==> src/rtl/ws2811_pkg.sv <==
// Shared types and 60MHz default timing for the WS2811 frame scheduler.
// Imported by the scheduler top and its bit-cell encoder.
package ws2811_pkg;

  typedef enum logic [2:0] {
    ST_IDLE,
    ST_FETCH,
    ST_CAPTURE,
    ST_SHIFT,
    ST_LATCH
  } state_t;

  localparam int DEF_NUM_LEDS  = 50;
  localparam int DEF_BIT_CYC   = 75;
  localparam int DEF_T0H_CYC   = 21;
  localparam int DEF_T1H_CYC   = 42;
  localparam int DEF_LATCH_CYC = 3600;

  function automatic int frame_bytes(input int leds);
    return 3 * leds;
  endfunction

endpackage

==> src/rtl/ws2811_bit_encoder.sv <==
// WS2811 bit-cell generator: one BIT_CYC cell per bit, high for the
// bit's high time. bit_valid is sampled when idle or in the last cell cycle.
module ws2811_bit_encoder #(
  parameter int BIT_CYC = 75,
  parameter int T0H_CYC = 21,
  parameter int T1H_CYC = 42
) (
  input  logic clk,
  input  logic rst,
  input  logic bit_valid,
  input  logic bit_val,
  output logic ws2811,
  output logic bit_last,
  output logic cell0
);

  localparam int CW = $clog2(BIT_CYC);

  logic [CW-1:0] cell_cnt;
  logic          running;
  logic          cur_bit;
  logic          load;

  always_comb begin
    cell0    = running && (cell_cnt == '0);
    bit_last = running && (cell_cnt == CW'(BIT_CYC - 1));
    load     = bit_valid && (!running || bit_last);
  end

  // ws2811 is computed one cycle ahead so it lines up with cell_cnt
  always_ff @(posedge clk) begin
    if (rst) begin
      running  <= 1'b0;
      cell_cnt <= '0;
      cur_bit  <= 1'b0;
      ws2811   <= 1'b0;
    end else if (load) begin
      running  <= 1'b1;
      cell_cnt <= '0;
      cur_bit  <= bit_val;
      ws2811   <= (bit_val ? T1H_CYC : T0H_CYC) > 0;
    end else if (!running || bit_last) begin
      running  <= 1'b0;
      cell_cnt <= '0;
      ws2811   <= 1'b0;
    end else begin
      cell_cnt <= cell_cnt + CW'(1);
      ws2811   <= (int'(cell_cnt) + 1) <
                  (cur_bit ? T1H_CYC : T0H_CYC);
    end
  end

endmodule

==> src/rtl/ws2811_frame_scheduler.sv <==
// WS2811 frame scheduler: pulls GRB bytes from the FIFO read port,
// streams gapless bit cells, then holds the latch low time.
module ws2811_frame_scheduler
  import ws2811_pkg::*;
#(
  parameter int NUM_LEDS  = DEF_NUM_LEDS,
  parameter int BIT_CYC   = DEF_BIT_CYC,
  parameter int T0H_CYC   = DEF_T0H_CYC,
  parameter int T1H_CYC   = DEF_T1H_CYC,
  parameter int LATCH_CYC = DEF_LATCH_CYC
) (
  input  logic       clk,
  input  logic       rst,
  input  logic       start,
  input  logic       fifo_empty,
  input  logic [7:0] fifo_q,
  output logic       fifo_rdreq,
  output logic       ws2811,
  output logic       busy,
  output logic       frame_done,
  output logic       underrun
);

  localparam int NBYTES = frame_bytes(NUM_LEDS);
  localparam int BW     = $clog2(NBYTES + 1);
  localparam int LW     = $clog2(LATCH_CYC + 1);

  state_t        state;
  logic [BW-1:0] byte_cnt;
  logic [2:0]    bit_idx;
  logic [7:0]    shift_reg;
  logic [7:0]    next_reg;
  logic          next_valid;
  logic          cap_next;
  logic          start_pend;
  logic [LW-1:0] latch_cnt;

  logic accept;
  logic bit_valid;
  logic bit_val;
  logic bit_last;
  logic cell0;
  logic pf_slot;

  ws2811_bit_encoder #(
    .BIT_CYC (BIT_CYC),
    .T0H_CYC (T0H_CYC),
    .T1H_CYC (T1H_CYC)
  ) u_enc (
    .clk       (clk),
    .rst       (rst),
    .bit_valid (bit_valid),
    .bit_val   (bit_val),
    .ws2811    (ws2811),
    .bit_last  (bit_last),
    .cell0     (cell0)
  );

  always_comb begin
    accept  = (state == ST_IDLE) && (start_pend || start) &&
              !fifo_empty;
    pf_slot = (state == ST_SHIFT) && cell0 && (bit_idx == 3'd0) &&
              (byte_cnt < BW'(NBYTES));
  end

  // Next cell is handed over in the last cycle of the current one
  always_comb begin
    bit_valid = 1'b0;
    bit_val   = 1'b0;
    if (state == ST_CAPTURE) begin
      bit_valid = 1'b1;
      bit_val   = fifo_q[7];
    end else if (state == ST_SHIFT && bit_last) begin
      if (bit_idx != 3'd0) begin
        bit_valid = 1'b1;
        bit_val   = shift_reg[bit_idx - 3'd1];
      end else if (next_valid) begin
        bit_valid = 1'b1;
        bit_val   = next_reg[7];
      end
    end
  end

  always_ff @(posedge clk) begin
    if (rst) begin
      state      <= ST_IDLE;
      byte_cnt   <= '0;
      bit_idx    <= '0;
      shift_reg  <= '0;
      next_reg   <= '0;
      next_valid <= 1'b0;
      cap_next   <= 1'b0;
      start_pend <= 1'b0;
      latch_cnt  <= '0;
      fifo_rdreq <= 1'b0;
      busy       <= 1'b0;
      frame_done <= 1'b0;
      underrun   <= 1'b0;
    end else begin
      fifo_rdreq <= 1'b0;
      frame_done <= 1'b0;
      cap_next   <= fifo_rdreq && (state == ST_SHIFT);
      unique case (state)
        ST_IDLE: begin
          if (accept) begin
            state      <= ST_FETCH;
            busy       <= 1'b1;
            underrun   <= 1'b0;
            byte_cnt   <= '0;
            next_valid <= 1'b0;
            start_pend <= 1'b0;
            fifo_rdreq <= 1'b1;
          end else begin
            busy       <= 1'b0;
            start_pend <= start_pend || start;
          end
        end
        ST_FETCH: begin
          state <= ST_CAPTURE;
        end
        ST_CAPTURE: begin
          shift_reg <= fifo_q;
          byte_cnt  <= byte_cnt + BW'(1);
          bit_idx   <= 3'd7;
          state     <= ST_SHIFT;
        end
        ST_SHIFT: begin
          if (pf_slot && !fifo_empty) begin
            fifo_rdreq <= 1'b1;
          end
          if (cap_next) begin
            next_reg   <= fifo_q;
            next_valid <= 1'b1;
            byte_cnt   <= byte_cnt + BW'(1);
          end
          if (bit_last) begin
            if (bit_idx != 3'd0) begin
              bit_idx <= bit_idx - 3'd1;
            end else if (next_valid) begin
              shift_reg  <= next_reg;
              next_valid <= 1'b0;
              bit_idx    <= 3'd7;
            end else begin
              // Short frame means the prefetch found the FIFO empty
              underrun  <= (byte_cnt != BW'(NBYTES));
              latch_cnt <= '0;
              state     <= ST_LATCH;
            end
          end
        end
        ST_LATCH: begin
          if (latch_cnt == LW'(LATCH_CYC - 1)) begin
            frame_done <= 1'b1;
            state      <= ST_IDLE;
          end else begin
            latch_cnt <= latch_cnt + LW'(1);
          end
        end
        default: begin
          state <= ST_IDLE;
        end
      endcase
    end
  end

endmodule

==> config.mk <==
export PLATFORM = sky130hd
export DESIGN_NAME = ws2811_frame_scheduler
export DESIGN_NICKNAME = d
export VERILOG_FILES = /design/src/rtl/ws2811_pkg.sv /design/src/rtl/ws2811_bit_encoder.sv /design/src/rtl/ws2811_frame_scheduler.sv
export SDC_FILE = /design/constraint.sdc
export NUM_CORES = 1
export LEC_CHECK = 0
export ABC_AREA = 1
export BUFFER_PORTS_ARGS = -buffer_cell sky130_fd_sc_hd__buf_2
export CORE_ASPECT_RATIO = 0.5
export CORE_UTILIZATION = 60
export CTS_CLUSTER_SIZE = 16
export DETAILED_ROUTE_END_ITERATION = 10
export GPL_TIMING_DRIVEN = 0
export PLACE_DENSITY_LB_ADDON = 0.15
export SYNTH_ARGS = -nofsm -noshare
export SYNTH_HDL_FRONTEND = slang
export SYNTH_SLANG_ARGS = --single-unit
==> constraint.sdc <==
create_clock -name clk -period 3.6 [get_ports clk]
set_input_delay 0.36 -clock clk [delete_from_list [all_inputs] [get_ports clk]]
set_output_delay 0.36 -clock clk [all_outputs]
set_load 0.01 [all_outputs]
Yosys cells after proc, flatten, opt, wreduce, memory -nomap -nowiden
Cells that the tools add are included.
{"block": "op_classes", "addsub": 5, "n_lt_le_gt_ge": 4, "bitwise": 1, "n_eq_ne": 16, "muxes": 53, "n_reduce_logical": 34}
{"op": "two-way mux 12 bit", "n": 4}
{"op": "two-way mux 8 bit", "n": 5}
{"op": "> comparator 32 x 1 -> 1 bit, second input constant", "n": 1}
{"op": "less-than comparator 32 bit", "n": 1}
{"op": "two-way mux 1 bit", "n": 25}
{"op": "two-way mux 3 bit", "n": 8}
{"op": "case mux 12 bit (2 select lines)", "n": 1}
{"op": "case mux 8 bit (3 select lines)", "n": 1}
{"op": "inequality test 2 bit, second input constant", "n": 8}
{"op": "case mux 8 bit (2 select lines)", "n": 1}
{"op": "case mux 3 bit (5 select lines)", "n": 1}
{"op": "AND reduction 5 bit", "n": 3}
{"op": "adder 12 x 1 -> 12 bit, second input constant", "n": 1}
{"op": "== test 12 bit, second input constant", "n": 1}
{"op": "two-way mux 6 bit", "n": 2}
{"op": "logical AND 1 bit", "n": 11}
{"op": "adder 7 x 1 -> 8 bit, second input constant", "n": 1}
{"op": "adder 8 x 1 -> 8 bit, second input constant", "n": 1}
{"op": "less-than comparator 8 bit, second input constant", "n": 1}
{"op": "inequality test 8 bit, second input constant", "n": 1}
{"op": "nonzero test 2 bit", "n": 4}
{"op": "adder 7 x 1 -> 7 bit, second input constant", "n": 1}
{"op": "== test 7 bit, second input constant", "n": 1}
{"op": "zero test 7 bit", "n": 1}
{"op": "other kinds (19)", "n": 28}
{"block": "totals", "output_inout_bits": 5, "elab_cells": 130, "in_bits": 12, "register_bits": 59}

Logic depth before layout (Yosys ltp)
{"block": "logic_depth", "depth_word": 9, "depth_mapped": 12, "depth_no_buf": 12}

Cells and area by module
From an unflattened synthesis, not the netlist that was laid out.
{"block": "unflattened", "cells_unflattened": 479, "area_unflattened_um2": 3278.1}
{"module": "ws2811_frame_scheduler", "area_each_um2": 2622.5, "cells_per_inst": 388, "n_inst": 1}
{"module": "ws2811_bit_encoder", "area_each_um2": 655.6, "cells_per_inst": 91, "n_inst": 1}

Worst setup path before layout
OpenSTA, ideal clock, no wires.
{"block": "synth_path", "path_kind": "register -> register", "start": "reg u_enc.cell_cnt[2]", "end": "reg u_enc.ws2811", "slack_ns": 1.968, "arrival_time_ns": 1.561, "n_path_buf": 0, "path_stages_with_launch": 12, "synth_period_minus_slack_ns": 1.632, "required_ns": 3.529, "path_cell_list": "dfxtp_1 nand3_1 nor2_1 nand2_1 xor2_1 inv_1 ha_1 nand2_1 nand4_1 nor2_1 nand3_1 a21oi_1"}
{"block": "synth_between", "elab_chain_cells": 8, "elab_cells_between_ends": 15, "classes_between": "add/sub: 1; order compare: 2; eq/ne: 1; mux: 7; reduce/logical: 4"}
{"item": "start: declaration", "line_no": "ws2811_bit_encoder.sv:19", "rtl": "logic [CW-1:0] cell_cnt;"}
{"item": "start signal: assignment", "line_no": "ws2811_bit_encoder.sv:47", "rtl": "cell_cnt <= cell_cnt + CW'(1);"}
{"item": "== test 7 bit", "line_no": "ws2811_bit_encoder.sv:26", "rtl": "bit_last = running && (cell_cnt == CW'(BIT_CYC - 1));"}
{"item": "logical AND 1 bit", "line_no": "ws2811_bit_encoder.sv:26"}
{"item": "logical AND 1 bit", "line_no": "ws2811_frame_scheduler.sv:73", "rtl": "end else if (state == ST_SHIFT && bit_last) begin"}
{"item": "two-way mux 1 bit", "line_no": "ws2811_frame_scheduler.sv:73"}
{"item": "two-way mux 1 bit", "line_no": "ws2811_frame_scheduler.sv:70", "rtl": "if (state == ST_CAPTURE) begin"}
{"item": "two-way mux 6 bit", "line_no": "ws2811_bit_encoder.sv:41", "rtl": "ws2811 <= (bit_val ? T1H_CYC : T0H_CYC) > 0;"}
{"item": "> comparator 32 x 1 -> 1 bit", "line_no": "ws2811_bit_encoder.sv:41"}
{"item": "two-way mux 1 bit (*)", "line_no": "ws2811_bit_encoder.sv:37", "rtl": "end else if (load) begin"}
{"item": "end signal: assignment", "line_no": "ws2811_bit_encoder.sv:41"}
{"item": "end signal: assignment", "line_no": "ws2811_bit_encoder.sv:48", "rtl": "ws2811 <= (int'(cell_cnt) + 1) <"}
{"item": "end: declaration", "line_no": "ws2811_bit_encoder.sv:12", "rtl": "output logic ws2811,"}
Every way passes the cells marked *; elsewhere a longest branch is shown, timed or not.
A chain may end at the register's enable or synchronous reset.

Worst setup path after layout
{"block": "layout_path", "start": "reg bit_idx[0]", "end": "reg latch_cnt[3]"}
{"block": "layout_between", "elab_chain_cells": 3}
{"item": "start: declaration", "line_no": "ws2811_frame_scheduler.sv:30", "rtl": "logic [2:0] bit_idx;"}
{"item": "start signal: assignment", "line_no": "ws2811_frame_scheduler.sv:138", "rtl": "bit_idx <= bit_idx - 3'd1;"}
{"item": "nonzero test 3 bit", "line_no": "ws2811_frame_scheduler.sv:137", "rtl": "if (bit_idx != 3'd0) begin"}
{"item": "inequality test 2 bit (no source line)"}
{"item": "AND reduction 5 bit (no source line)"}
{"item": "end signal: assignment", "line_no": "ws2811_frame_scheduler.sv:156", "rtl": "latch_cnt <= latch_cnt + LW'(1);"}
{"item": "end: declaration", "line_no": "ws2811_frame_scheduler.sv:36", "rtl": "logic [LW-1:0] latch_cnt;"}
Every way passes these cells.

==> out/metrics.csv <==
metric,value,unit
site row count,18,
CTS resizes,0,
"Setup violations, final",0,
DRC viols,0,
drt first pass iters,4,
skew final,11.5,ps
Synth Instances,484,
post-DP HPWL,5010,um
port bufs,16,
top achievable clock speed,0.489,GHz
max FFs per register,12,
Via-to-Cell Ratio,5.15,
CTS tree,done,
placed cell areas,3380,um2
core box area,5020,um2
outcome,finished clean,
Fillers,460,
Max-Cap Viols,0,
RSZ-0062 raised after global routing,no,
Final GP Congestion,0.870,
layout cells sized above 1,10.3,%
most frequent cells in the layout,"nand2_1 (111), inv_1 (65), dfxtp_1 (59), nor2_1 (54), a21oi_1 (43)",
CP max FO,7,
Clock Tree Buf Depth,2,
CTS sink count,59,
Worst-Skew Late Latency,360,ps
final wirelength,6950,um
Die Y,53.7,um
Post-Synthesis Net Count,509,
CP Data Required Time,3880,ps
initial core utilization,63.9,%
Top reg by flops,latch_cnt,
number of routed nets with antenna violations,0,
Unique masters post-synth,33,
Worst-Margin Slew,452,ps
cell area power density,597,nW/um2
HP Class,input port to flop,
crit path kind,flop to flop,
"flops & latches, synth",59,
crit end category,flop,
DIE WIDTH,105,um
crit path time final,2040,ps
Hold Buf Count CTS,0,
max-slew violation count,0,
Startpoint Class,flop,
H-tree levels,3,
sequential area share after synthesis,36.8,%
die area,5660,um2
Vias,3020,
synthesized cell area,3210,um2
Finished Layout Cells,586,
CP Data Arrival Time,2320,ps
vias in the first global route,2505,
largest net degree at the start of global routing,11,
maximum VDD drop,0.339,mV
total power,2.12,mW
clock slew at reported path FFs,70,ps
layout overhead on the synthesized area,10.6,%
fin nets,536,
first-pass GRT wire length,11400,um
placed cell count,570,
Clock Tree Root,clkbuf_8,
ANT cells,0,
Avg Inst Size Synth,6.63,um2
Tcrit/Tclk final,56.7,%
I/O pin count,17,
total global-route track usage,26.7,%
routed len/inst,11.9,um
Leak,1.50,nW
Setup TNS,0,ps
Slew HR,69.9,%
drt initial violations,155,
postcts setup bufs,0,
CTS buffer count,9,
Synthesis Warnings,0,
Fin. Hold Viols,0,
"most common cell after layout, fill and taps aside",nand2_1,
initial antenna violation count,0,
gr ovfl total,0,
design area,3550,um2
cell type report:
| type | count | area [um2] | area share (%) |
|---|---|---|---|
| Tap cell | 70 | 87.6 | 2.47 |
| Buffer | 10 | 48.8 | 1.38 |
| Clock buffer | 14 | 163 | 4.58 |
| Multi-Input combinational cell | 344 | 1710 | 48.2 |
| Inverter | 71 | 269 | 7.58 |
| Sequential cell | 59 | 1180 | 33.3 |
| Timing Repair Buffer | 16 | 80.1 | 2.26 |
| Clock inverter | 2 | 10.0 | 0.282 |
kinds of logic after synthesis:
group,after synthesis,synth area share (%)
AOI/OAI and AO/OA,83,13.3
xor gates and xnor gates,7,1.91
adders and majority gates,13,5.07
buffers and inverters,81,9.91
DFF,59,36.8
and+or+nand+nor,241,33.0
per-layer routing:
metal	wire [um]	up-vias	track usage, %
met5	0	-	0
met4	56	0	6.57
met3	302	6	10.9
met2	2980	34	42.0
met1	3610	1369	34.7
li1	-	1611	-
final timing paths:
path         depth (start not counted)  slack, ps   startpoint             to
max                                 10       1560   bit_idx[0]   latch_cnt[3]
min                                  2        280          rst  u_enc.running
max reg2reg                         10       1560   bit_idx[0]   latch_cnt[3]
min reg2reg                          2        450  next_reg[5]    next_reg[5]
synthesized netlist by cell type:
master	n	area (um2)
nand3b_1	1	7.51
o31ai_1	1	7.51
inv_4	1	6.26
nand2_2	7	43.8
nor2_1	54	203
o21ai_0	32	160
inv_2	4	15.0
a211oi_1	1	7.51
nand2_4	1	11.3
a21oi_1	43	215
buf_6	1	11.3
ha_1	13	163
o21ai_1	4	20.0
clkinv_1	1	3.75
nor3_2	1	10.0
nor4_1	1	6.26
dfxtp_1	59	1180
xnor2_1	2	17.5
nand4_1	11	68.8
inv_1	65	244
o21bai_1	2	15.0
and2_1	1	6.26
nor3_1	12	60.1
nand3_2	1	10.0
nor2_4	1	11.3
nand2_1	111	417
buf_2	3	15.0
clkbuf_1	6	22.5
nor3b_1	2	15.0
or2_2	2	12.5
nor2_2	2	12.5
xor2_1	5	43.8
nand3_1	33	165
power breakdown:
part           leakage [nW]  switching, mW  internal, mW  total, mW
combinational         0.926          0.493         0.249      0.742
clock                0.0905          0.262         0.286      0.548
sequential            0.479         0.0750         0.753      0.828
critical path, stage by stage, from the launching register on:
cell,delay (ps)
dfxtp_1,360
inv_1,190
ha_1,180
inv_1,40
nor2_2,190
inv_1,110
o21ai_1,190
nand2_1,140
nor2_2,320
nand2_1,90
a21oi_1,150
metrics by stage:
step           worst slack [ps]  hold WS [ps]  util (%)
2_1_floorplan              1970           425         -
3_3_place_gp               1620           429      67.2
3_5_place_dp               1630           440      67.2
4_1_cts                    1600           258      70.7
5_1_grt                    1370           258      70.7
6_report                   1560           275      70.7
No activity file was read; power rests on OpenSTA's default activity.
